**src/rtl/mips16_pkg.sv**
```systemverilog
// Shared definitions for the 16-bit MIPS core front end: fetch state encoding and default widths.
package mips16_pkg;

    localparam int ADDR_W_DEF  = 32;
    localparam int INSTR_W_DEF = 32;
    localparam int IMEM_DEPTH  = 1024;

    typedef enum logic [1:0] {
        ST_IDLE,
        ST_RUN,
        ST_DRAIN,
        ST_HALT
    } fetch_state_e;

endpackage

```
**src/rtl/fetch_controller_if.sv**
```systemverilog
// Instruction-memory, decode-handshake and redirect signals shared by fetch and its neighbours.
interface fetch_controller_if
    import mips16_pkg::*;
#(
    parameter int ADDR_W  = ADDR_W_DEF,
    parameter int INSTR_W = INSTR_W_DEF
);
    logic               imem_en;
    logic [ADDR_W-1:0]  imem_addr;
    logic [INSTR_W-1:0] imem_rdata;
    logic               instr_valid;
    logic               instr_ready;
    logic [INSTR_W-1:0] instr_out;
    logic [ADDR_W-1:0]  instr_pc;
    logic               redirect_valid;
    logic [ADDR_W-1:0]  redirect_addr;

    modport master (
        output imem_en, imem_addr, instr_valid, instr_out, instr_pc,
        input  imem_rdata, instr_ready, redirect_valid, redirect_addr
    );

    modport slave (
        input  imem_en, imem_addr, instr_valid, instr_out, instr_pc,
        output imem_rdata, instr_ready, redirect_valid, redirect_addr
    );
endinterface

```
**src/rtl/fetch_queue.sv**
```systemverilog
// Two-entry synchronous FIFO holding {instr, pc} pairs between instruction memory and decode.
module fetch_queue #(
    parameter int W = 42
) (
    input  logic         clk,
    input  logic         reset,
    input  logic         flush,
    input  logic         push,
    input  logic [W-1:0] push_data,
    input  logic         pop,
    output logic [W-1:0] head,
    output logic [1:0]   count
);
    logic [W-1:0] mem [2];
    logic         rd_ptr;
    logic         wr_ptr;

    // Flush wins over a same-cycle push so a squashed response never lands.
    always_ff @(posedge clk or posedge reset) begin
        if (reset) begin
            mem[0] <= '0;
            mem[1] <= '0;
            rd_ptr <= 1'b0;
            wr_ptr <= 1'b0;
            count  <= 2'd0;
        end else if (flush) begin
            rd_ptr <= 1'b0;
            wr_ptr <= 1'b0;
            count  <= 2'd0;
        end else begin
            if (push) begin
                mem[wr_ptr] <= push_data;
                wr_ptr      <= ~wr_ptr;
            end
            if (pop) begin
                rd_ptr <= ~rd_ptr;
            end
            count <= count + 2'(push) - 2'(pop);
        end
    end

    assign head = mem[rd_ptr];
endmodule

```
**src/rtl/fetch_controller.sv**
```systemverilog
// Fetch sequencer: owns the PC, issues imem reads under a 2-slot credit, and feeds decode from fetch_queue.
module fetch_controller
    import mips16_pkg::*;
#(
    parameter int ADDR_W    = ADDR_W_DEF,
    parameter int INSTR_W   = INSTR_W_DEF,
    parameter int DEPTH     = IMEM_DEPTH,
    parameter int RESET_PC  = 0,
    parameter int LAST_ADDR = 1023
) (
    input  logic              clk,
    input  logic              reset,
    input  logic              start,
    input  logic              halt_req,
    output logic              halted,
    output logic              addr_err,
    fetch_controller_if.master bus
);
    localparam int IDX_W = $clog2(DEPTH);
    localparam int Q_W   = INSTR_W + IDX_W;
    localparam logic [IDX_W-1:0] PC_MAX   = IDX_W'(DEPTH - 1);
    localparam logic [IDX_W-1:0] LAST_IDX = IDX_W'(LAST_ADDR);
    localparam logic [IDX_W-1:0] PC_INIT  = IDX_W'(RESET_PC);

    fetch_state_e     state;
    logic [IDX_W-1:0] pc;
    logic [IDX_W-1:0] flight_pc;
    logic             in_flight;
    logic             flight_epoch;
    logic             epoch;
    logic [1:0]       count;
    logic [Q_W-1:0]   head;
    logic             pop;
    logic             issue;
    logic             push;
    logic             redirect_take;
    logic             halt_take;
    logic             squash;
    logic             last_issue;

    assign bus.instr_valid = (count != 2'd0);
    assign pop             = bus.instr_valid && bus.instr_ready;

    // Queued plus outstanding entries, less the one leaving this cycle, must leave a free slot.
    assign issue = (state == ST_RUN) &&
                   (({1'b0, count} + {2'b00, in_flight} - {2'b00, pop}) < 3'd2);

    assign redirect_take = bus.redirect_valid && (state != ST_IDLE);
    assign halt_take     = halt_req && !redirect_take &&
                           ((state == ST_RUN) || (state == ST_DRAIN));
    assign squash        = redirect_take || halt_take;
    assign push          = in_flight && (flight_epoch == epoch) && !squash;
    assign last_issue    = issue && (pc == LAST_IDX);

    assign bus.imem_en   = issue;
    assign bus.imem_addr = {{(ADDR_W - IDX_W){1'b0}}, pc};
    assign bus.instr_out = head[Q_W-1:IDX_W];
    assign bus.instr_pc  = {{(ADDR_W - IDX_W){1'b0}}, head[IDX_W-1:0]};
    assign halted        = (state == ST_HALT);

    fetch_queue #(.W(Q_W)) u_queue (
        .clk       (clk),
        .reset     (reset),
        .flush     (squash),
        .push      (push),
        .push_data ({bus.imem_rdata, flight_pc}),
        .pop       (pop),
        .head      (head),
        .count     (count)
    );

    // Epoch toggles on every squash so a response issued before it can never be queued.
    always_ff @(posedge clk or posedge reset) begin
        if (reset) begin
            state        <= ST_IDLE;
            pc           <= PC_INIT;
            flight_pc    <= '0;
            in_flight    <= 1'b0;
            flight_epoch <= 1'b0;
            epoch        <= 1'b0;
            addr_err     <= 1'b0;
        end else begin
            in_flight <= issue && !squash;
            if (issue) begin
                flight_pc    <= pc;
                flight_epoch <= epoch;
            end
            if (redirect_take) begin
                epoch <= ~epoch;
                pc    <= bus.redirect_addr[IDX_W-1:0];
                state <= ST_RUN;
                if (|bus.redirect_addr[ADDR_W-1:IDX_W]) begin
                    addr_err <= 1'b1;
                end
            end else if (halt_take) begin
                epoch <= ~epoch;
                state <= ST_HALT;
            end else begin
                if (issue) begin
                    pc <= (pc == PC_MAX) ? '0 : pc + IDX_W'(1);
                end
                case (state)
                    ST_IDLE:  if (start) state <= ST_RUN;
                    ST_RUN:   if (last_issue) state <= ST_DRAIN;
                    ST_DRAIN: if ((count == 2'd0) && !in_flight) state <= ST_HALT;
                    default:  state <= state;
                endcase
            end
        end
    end
endmodule

```
**src/flat_wrapper.sv**
```systemverilog
// flat-port wrapper written by rule: the top's interface ports become plain ports
module fetch_controller_flat import mips16_pkg::*;
#(
    parameter int ADDR_W    = ADDR_W_DEF,
    parameter int INSTR_W   = INSTR_W_DEF,
    parameter int DEPTH     = IMEM_DEPTH,
    parameter int RESET_PC  = 0,
    parameter int LAST_ADDR = 1023
)
  (clk, reset, start, halt_req, halted, addr_err, bus_imem_en, bus_imem_addr, bus_instr_valid, bus_instr_out, bus_instr_pc, bus_imem_rdata, bus_instr_ready, bus_redirect_valid, bus_redirect_addr);
  fetch_controller_if #(.ADDR_W(ADDR_W), .INSTR_W(INSTR_W)) bus_i ();
  input  logic clk;
  input  logic reset;
  input  logic start;
  input  logic halt_req;
  output logic halted;
  output logic addr_err;
  output wire logic [$bits(bus_i.imem_en)-1:0] bus_imem_en;
  output wire logic [$bits(bus_i.imem_addr)-1:0] bus_imem_addr;
  output wire logic [$bits(bus_i.instr_valid)-1:0] bus_instr_valid;
  output wire logic [$bits(bus_i.instr_out)-1:0] bus_instr_out;
  output wire logic [$bits(bus_i.instr_pc)-1:0] bus_instr_pc;
  input wire logic [$bits(bus_i.imem_rdata)-1:0] bus_imem_rdata;
  input wire logic [$bits(bus_i.instr_ready)-1:0] bus_instr_ready;
  input wire logic [$bits(bus_i.redirect_valid)-1:0] bus_redirect_valid;
  input wire logic [$bits(bus_i.redirect_addr)-1:0] bus_redirect_addr;
  assign bus_imem_en = bus_i.imem_en;
  assign bus_imem_addr = bus_i.imem_addr;
  assign bus_instr_valid = bus_i.instr_valid;
  assign bus_instr_out = bus_i.instr_out;
  assign bus_instr_pc = bus_i.instr_pc;
  assign bus_i.imem_rdata = bus_imem_rdata;
  assign bus_i.instr_ready = bus_instr_ready;
  assign bus_i.redirect_valid = bus_redirect_valid;
  assign bus_i.redirect_addr = bus_redirect_addr;
  fetch_controller #(.ADDR_W(ADDR_W), .INSTR_W(INSTR_W), .DEPTH(DEPTH), .RESET_PC(RESET_PC), .LAST_ADDR(LAST_ADDR)) u_core (.clk(clk), .reset(reset), .start(start), .halt_req(halt_req), .halted(halted), .addr_err(addr_err), .bus(bus_i));
endmodule
```
**config.mk**
```make
export PLATFORM = sky130hd
export DESIGN_NAME = fetch_controller_flat
export DESIGN_NICKNAME = d
export VERILOG_FILES = /design/src/rtl/mips16_pkg.sv /design/src/rtl/fetch_controller_if.sv /design/src/rtl/fetch_queue.sv /design/src/rtl/fetch_controller.sv /design/src/flat_wrapper.sv
export SDC_FILE = /design/constraint.sdc
export NUM_CORES = 1
export LEC_CHECK = 0
export ABC_AREA = 1
export CORE_MARGIN = 2
export CORE_UTILIZATION = 48
export CTS_CLUSTER_DIAMETER = 30
export CTS_CLUSTER_SIZE = 10
export DETAILED_ROUTE_END_ITERATION = 16
export PLACE_DENSITY_LB_ADDON = 0.2
export SYNTH_ARGS = -nofsm -noshare
export SYNTH_HDL_FRONTEND = slang
export SYNTH_SLANG_ARGS = --single-unit
```
**constraint.sdc**
```tcl
create_clock -name clk -period 3.91 [get_ports clk]
set_input_delay 0.391 -clock clk [delete_from_list [all_inputs] [get_ports clk]]
set_output_delay 0.391 -clock clk [all_outputs]
set_load 0.02 [all_outputs]
```
==> results of run 1 <==
==> critical path: stages, from the launching register on <==
cell	delay (ns)
dfrtp_1	0.44
inv_2	0.09
nand2_1	0.07
nand2_1	0.08
inv_1	0.07
ha_1	0.27
or2_2	0.30
fa_1	0.49
nand2_1	0.05
nand3b_2	0.28
inv_1	0.14
clkdlybuf4s50_1	0.61
==> final cells by class <==
type                            instances  share of cell area
Timing Repair Buffer                  131               0.167
Sequential cell                       114               0.369
Tap cell                              168              0.0272
Clock buffer                           21              0.0595
Clock inverter                         11              0.0236
Multi-Input combinational cell        519               0.311
Inverter                               88              0.0430
==> registers in the layout (all words and copies together) (netlist names) <==
signal	count
u_core.u_queue.mem	84
u_core.flight_pc	10
u_core.pc	10
u_core.state	2
u_core.u_queue.count	2
u_core.addr_err	1
u_core.epoch	1
u_core.flight_epoch	1
u_core.in_flight	1
u_core.u_queue.rd_ptr	1
u_core.u_queue.wr_ptr	1
==> kinds of logic (layout without fill, tap and decap cells) <==
kind of cell / count (synthesis) / in the layout / synth area share
buf+inv: 163 / 251 / 0.147
fa+ha+maj: 9 / 9 / 0.0201
flops: 114 / 114 / 0.478
simple gates: 348 / 348 / 0.229
xor+xnor: 5 / 5 / 0.00734
compound gates: 113 / 113 / 0.117
other cells: 1 / 44 / 0.000629
==> per-stage QoR <==
stage	cells	worst slack [ns]	hold WS (ns)	util	area, um^2
6_report	1052	0.220	0.482	0.642	7740
3_5_place_dp	1020	0.417	0.468	0.588	7100
3_3_place_gp	1020	0.436	0.463	0.588	7100
4_1_cts	1052	0.190	0.482	0.642	7740
5_1_grt	1052	0.102	0.496	0.642	7740
2_1_floorplan	796	0.503	0.453	-	6130
==> synth_stat cells, drive strengths merged <==
cell type    n
nand2      286
dfrtp      114
o21ai      106
inv         86
buf         61
nor2        40
clkbuf      14
nand3       11
ha           8
a21oi        7
or2          4
xor2         4
nand4        3
clkinv       2
nor3         2
conb         1
fa           1
nand3b       1
nor3b        1
xnor2        1
==> metal layers <==
metal  global-route usage  vias up  routed length (um)
li1                     -     2458                   -
met1                0.266     2316                5750
met2                0.338      165                6300
met3               0.0612       10                 859
met4               0.0635        0                 139
met5                    0        -                   0
==> path summary, 6_finish.rpt <==
kind,from,end
min in group asynchronous,reset,u_core.u_queue.mem[32]
worst max register to register,u_core.u_queue.count[1],u_core.pc[7]
worst min register to register,u_core.u_queue.mem[55],u_core.u_queue.mem[55]
max in group asynchronous,reset,u_core.u_queue.mem[75]
worst max-delay path,u_core.u_queue.count[1],bus_imem_en
worst min-delay path,u_core.u_queue.mem[55],u_core.u_queue.mem[55]
==> cell usage in the layout (no fill, tap or decap), drive strengths merged <==
| cell | synthesis | final |
|---|---|---|
| nand2 | 286 | 286 |
| clkdlybuf4s50 | 0 | 125 |
| dfrtp | 114 | 114 |
| o21ai | 106 | 106 |
| inv | 86 | 86 |
| conb | 1 | 44 |
| nor2 | 40 | 40 |
| clkbuf | 14 | 21 |
| nand3 | 11 | 11 |
| ha | 8 | 8 |
| a21oi | 7 | 7 |
| clkinv | 2 | 7 |
| buf | 61 | 6 |
| bufinv | 0 | 5 |
| or2 | 4 | 4 |
| xor2 | 4 | 4 |
| nand4 | 3 | 3 |
| nor3 | 2 | 2 |
| nand3b | 1 | 1 |
| xnor2 | 1 | 1 |
| nor3b | 1 | 1 |
| fa | 1 | 1 |
| clkinvlp | 0 | 1 |
==> power breakdown <==
| part | switching, mW | internal [mW] | leakage [nW] | total [mW] |
|---|---|---|---|---|
| Sequential | 0.342 | 1.71 | 1.48 | 2.06 |
| Clock | 0.513 | 1.16 | 0.317 | 1.67 |
| Combinational | 1.68 | 1.18 | 2.17 | 2.85 |
==> impl_metrics.yaml, run 1 <==
yosys:
  synthTopCellsByArea: "dfrtp_1 48%, nand2_1 18%, buf_4 5.7%"
  yosysWarningCount: 0
  yosysTopAreaCell: "dfrtp_1"
  netlist.area_leader.share: 0.478
  syn_inst: 753
  synth_area_per_cell_um2: 7.92
  synth_cell_types: 30
  synth_area_um2: 5960
  yosysSeqAreaShare: 0.478
  synth_seq_cells: 114
layout:
  ff_latch_area_um2: 2850
  insertedDiodeCount: 0
  drive_gt1_frac: 0.0928
  fillers: 1055
  multi_input_area_um2: 2410
  syn_to_final_growth_pct: 29.8
  nNetsFinal: 950
global_route:
  grt_max_degree: 86
  grt_pass1_wl_um: 21700
  grt_overflow_total: 0
  first_global_vias: 4749
  antenna_found_initial: 0
  grt.total_usage: 0.206
drt:
  dr_total_vias: 4949
  drc_errors: 0
  dr.pass1.iters: 5
  post_drt_wl_per_cell_um: 12.4
  finalWirelength_um: 13000
  via_per_inst: 4.70
  drt_iter0_drc: 309
  ant_nets: 0
timing:
  rsz0062_at_grt: "false"
  skew_ns: 0.00814
  setup_tns_ns: 0
  tightest_slew_ns: 1.01
  hold_viol: 0
  slew_viol_final: 0
  fin_crit_ns: 3.69
  finalCritPeriodShare: 0.944
  finalSetupViolCount: 0
  relSlewSlack: 0.325
  fmax_mhz: 271
pwr:
  power_mw: 6.58
  p_leak_nw: 3.97
  vdd_drop_max_mv: 0.480
  p_per_area_nw_per_um2: 850
clock_network:
  cts_resized: 0
  insertion_delay_ns: 0.40
  cts_setup_buffers: 0
  cts.path.max_buffers: 2
  clkTransAtPathRegs_ns: 0.05
  root_buffer: "clkbuf_16"
  cts_tree: "built"
  htree_levels: 4
  holdBufCountCts: 0
  cts.sinks: 114
  cts_buffers: 17
setup_path:
  cp-end-kind: "output pin"
  worstSetupStartpointType: "register"
  cp_max_fo: 4
  r2r_cells: 15
  rrSetupSlack_ns: 0.83
  crit_type: "register to output pin"
  cp.required_ns: 3.52
  worstPathArrival_ns: 3.30
floorplanning:
  chipHeight_um: 115
  dieArea_um2: 13300
  pin_count: 170
  core_um2: 12100
  initial_core_util: 0.495
  rows: 40
  die_w_um: 115
place:
  globalplace.congestion: 0.803
  dpl.hpwl_um: 8600
  port_buffers: 125
outcome:
  outcome: "complete, no violations"
hold_path:
  worstHoldPathCells: 2
  hold_class: "register to register"
flow_run:
  max_cap_violations: 0
Note: power is estimated with default switching activity, not from simulation.
==> run 2, diff against run 1 <==
--- a/config.mk
+++ b/config.mk
@@ -8,2 +8,3 @@
 export ABC_AREA = 1
+export CORE_ASPECT_RATIO = 1.75
 export CORE_MARGIN = 2
--- a/constraint.sdc
+++ b/constraint.sdc
@@ -3,2 +3,2 @@
 set_output_delay 0.391 -clock clk [all_outputs]
-set_load 0.02 [all_outputs]
+set_load 0.1 [all_outputs]
==> run 2 against run 1 <==
  * Global-route usage hardly changed
  * Clock skew is 0.0016 ns higher
  * Die area is 0.26% higher
  * Register-to-register slack better by 0.11 ns
  * Sequential share of layout area is 1.7 points lower
  * Cell count is 0.29% lower
  * Worst hold slack hardly changed
  * Critical endpoint unchanged
  * Non-clock buffer count stayed put
  * Via count hardly changed
  * Setup slack better by 0.22 ns
  * Clock-buffer cell count is 1 higher
  * Utilization is 3.1 points higher
==> impl_metrics.yaml, run 2 (same netlist as run 1, synthesis figures left out) <==
outcome:
  outcome: "complete, no violations"
clock_network:
  cts_buffers: 17
  cts_tree: "built"
  clkTransAtPathRegs_ns: 0.05
  root_buffer: "clkbuf_16"
  insertion_delay_ns: 0.40
  cts.sinks: 114
  cts.path.max_buffers: 2
  htree_levels: 4
  holdBufCountCts: 0
  cts_resized: 0
  cts_setup_buffers: 0
global_route:
  grt.total_usage: 0.207
  grt_pass1_wl_um: 21800
  antenna_found_initial: 0
  grt_max_degree: 86
  grt_overflow_total: 0
  first_global_vias: 4874
setup_path:
  cp-end-kind: "output pin"
  crit_slowest_cell: "fa_1"
  crit_path_max_incr_delay_ns: 0.48
  cp_max_fo: 13
  worstPathArrival_ns: 3.08
  crit_top_cell: "nand2_1"
  worstSetupStartpointType: "register"
  crit_type: "register to output pin"
  cp.required_ns: 3.52
  crit_path_cell_trace: "inv_2, nand2_1, nand2_1, inv_1, ha_1, or2_2, fa_1, nand2_1, nand3b_2, inv_1, buf_12"
layout:
  multi_input_area_um2: 2410
  nNetsFinal: 950
  mostFrequentLayoutCells: "283 x nand2_1, 114 x dfrtp_1, 83 x inv_1"
  largest_reg_flops: 84
  insertedDiodeCount: 0
  ff_latch_area_um2: 2850
  top_register: "u_core.u_queue.mem"
  reg_top3: "u_core.u_queue.mem x84, u_core.flight_pc x10, u_core.pc x10"
  drive_gt1_frac: 0.140
  final_common_cell: "nand2_1"
  syn_to_final_growth_pct: 36.2
  fillers: 1059
timing:
  relSlewSlack: 0.336
  fmax_mhz: 288
  setup_tns_ns: 0
  tightest_slew_ns: 0.992
  finalCritPeriodShare: 0.889
  finalSetupViolCount: 0
  rsz0062_at_grt: "false"
  skew_ns: 0.00970
  fin_crit_ns: 3.47
  slew_viol_final: 0
  hold_viol: 0
  hold_ws_ns: 0.481
  fin_ws_ns: 0.435
floorplanning:
  chipHeight_um: 151
  pin_count: 170
  rows: 53
  die_w_um: 88.3
  dieArea_um2: 13400
  core_um2: 12100
  initial_core_util: 0.494
place:
  globalplace.congestion: 0.844
  dpl.hpwl_um: 9220
  pre_cts_ws_ns: 0.587
  port_buffers: 125
drt:
  drc_errors: 0
  post_drt_wl_per_cell_um: 12.6
  dr_total_vias: 4952
  finalWirelength_um: 13200
  drt_iter0_drc: 209
  dr.pass1.iters: 4
  ant_nets: 0
  via_per_inst: 4.72
hold_path:
  hold_class: "register to register"
flow_run:
  max_cap_violations: 0
==> run 2: cell count changes in the layout (fill, tap and decap cells not counted) <==
cell	before	now
clkinv_2	5	4
clkbuf_1	2	3
bufinv_16	5	3
clkdlybuf4s50_1	125	82
clkinvlp_4	1	3
buf_12	0	43
==> run 2: final timing paths <==
path                                              start  cells past startpoint  slack (ns)                     end
max in group asynchronous                         reset                      3        2.57   u_core.u_queue.mem[3]
worst max-delay path            u_core.u_queue.count[1]                     11        0.44             bus_imem_en
min in group asynchronous                         reset                      2        0.49  u_core.u_queue.mem[69]
worst min-delay path             u_core.u_queue.mem[51]                      2        0.48  u_core.u_queue.mem[51]
worst min register to register   u_core.u_queue.mem[51]                      2        0.48  u_core.u_queue.mem[51]
worst max register to register  u_core.u_queue.count[1]                     14        0.94            u_core.pc[7]
==> run 2: worst max-delay path: cells and delay by family, from the launching register on <==
family	cells	cell delay, ns
flops	1	0.44
buf+inv	4	0.61
simple gates	5	0.86
fa+ha+maj	2	0.76
==> run 2: final cells by class <==
class | instances | share of cell area
Sequential cell | 114 | 0.351
Tap cell | 165 | 0.0254
Inverter | 88 | 0.0410
Timing Repair Buffer | 131 | 0.213
Multi-Input combinational cell | 519 | 0.296
Clock inverter | 10 | 0.0163
Clock buffer | 22 | 0.0572
==> run 2: per-stage QoR <==
step	utilization	area (um^2)	instances
floorplan	-	6130	796
global placement	0.623	7520	1017
detailed placement	0.623	7520	1017
CTS	0.673	8120	1049
global route	0.673	8120	1049
finish	0.673	8120	1049
==> run 2: metal layers <==
| metal | wire (um) | GRT usage |
|---|---|---|
| met1 | 5220 | 0.240 |
| met2 | 7150 | 0.361 |
| met3 | 569 | 0.0580 |
| met4 | 261 | 0.0720 |
| met5 | 0 | 0 |
Power of run 2 is left out: the tool's default activity adds up to more than one toggle a clock period on the data nets, which glitch-free logic cannot reach.
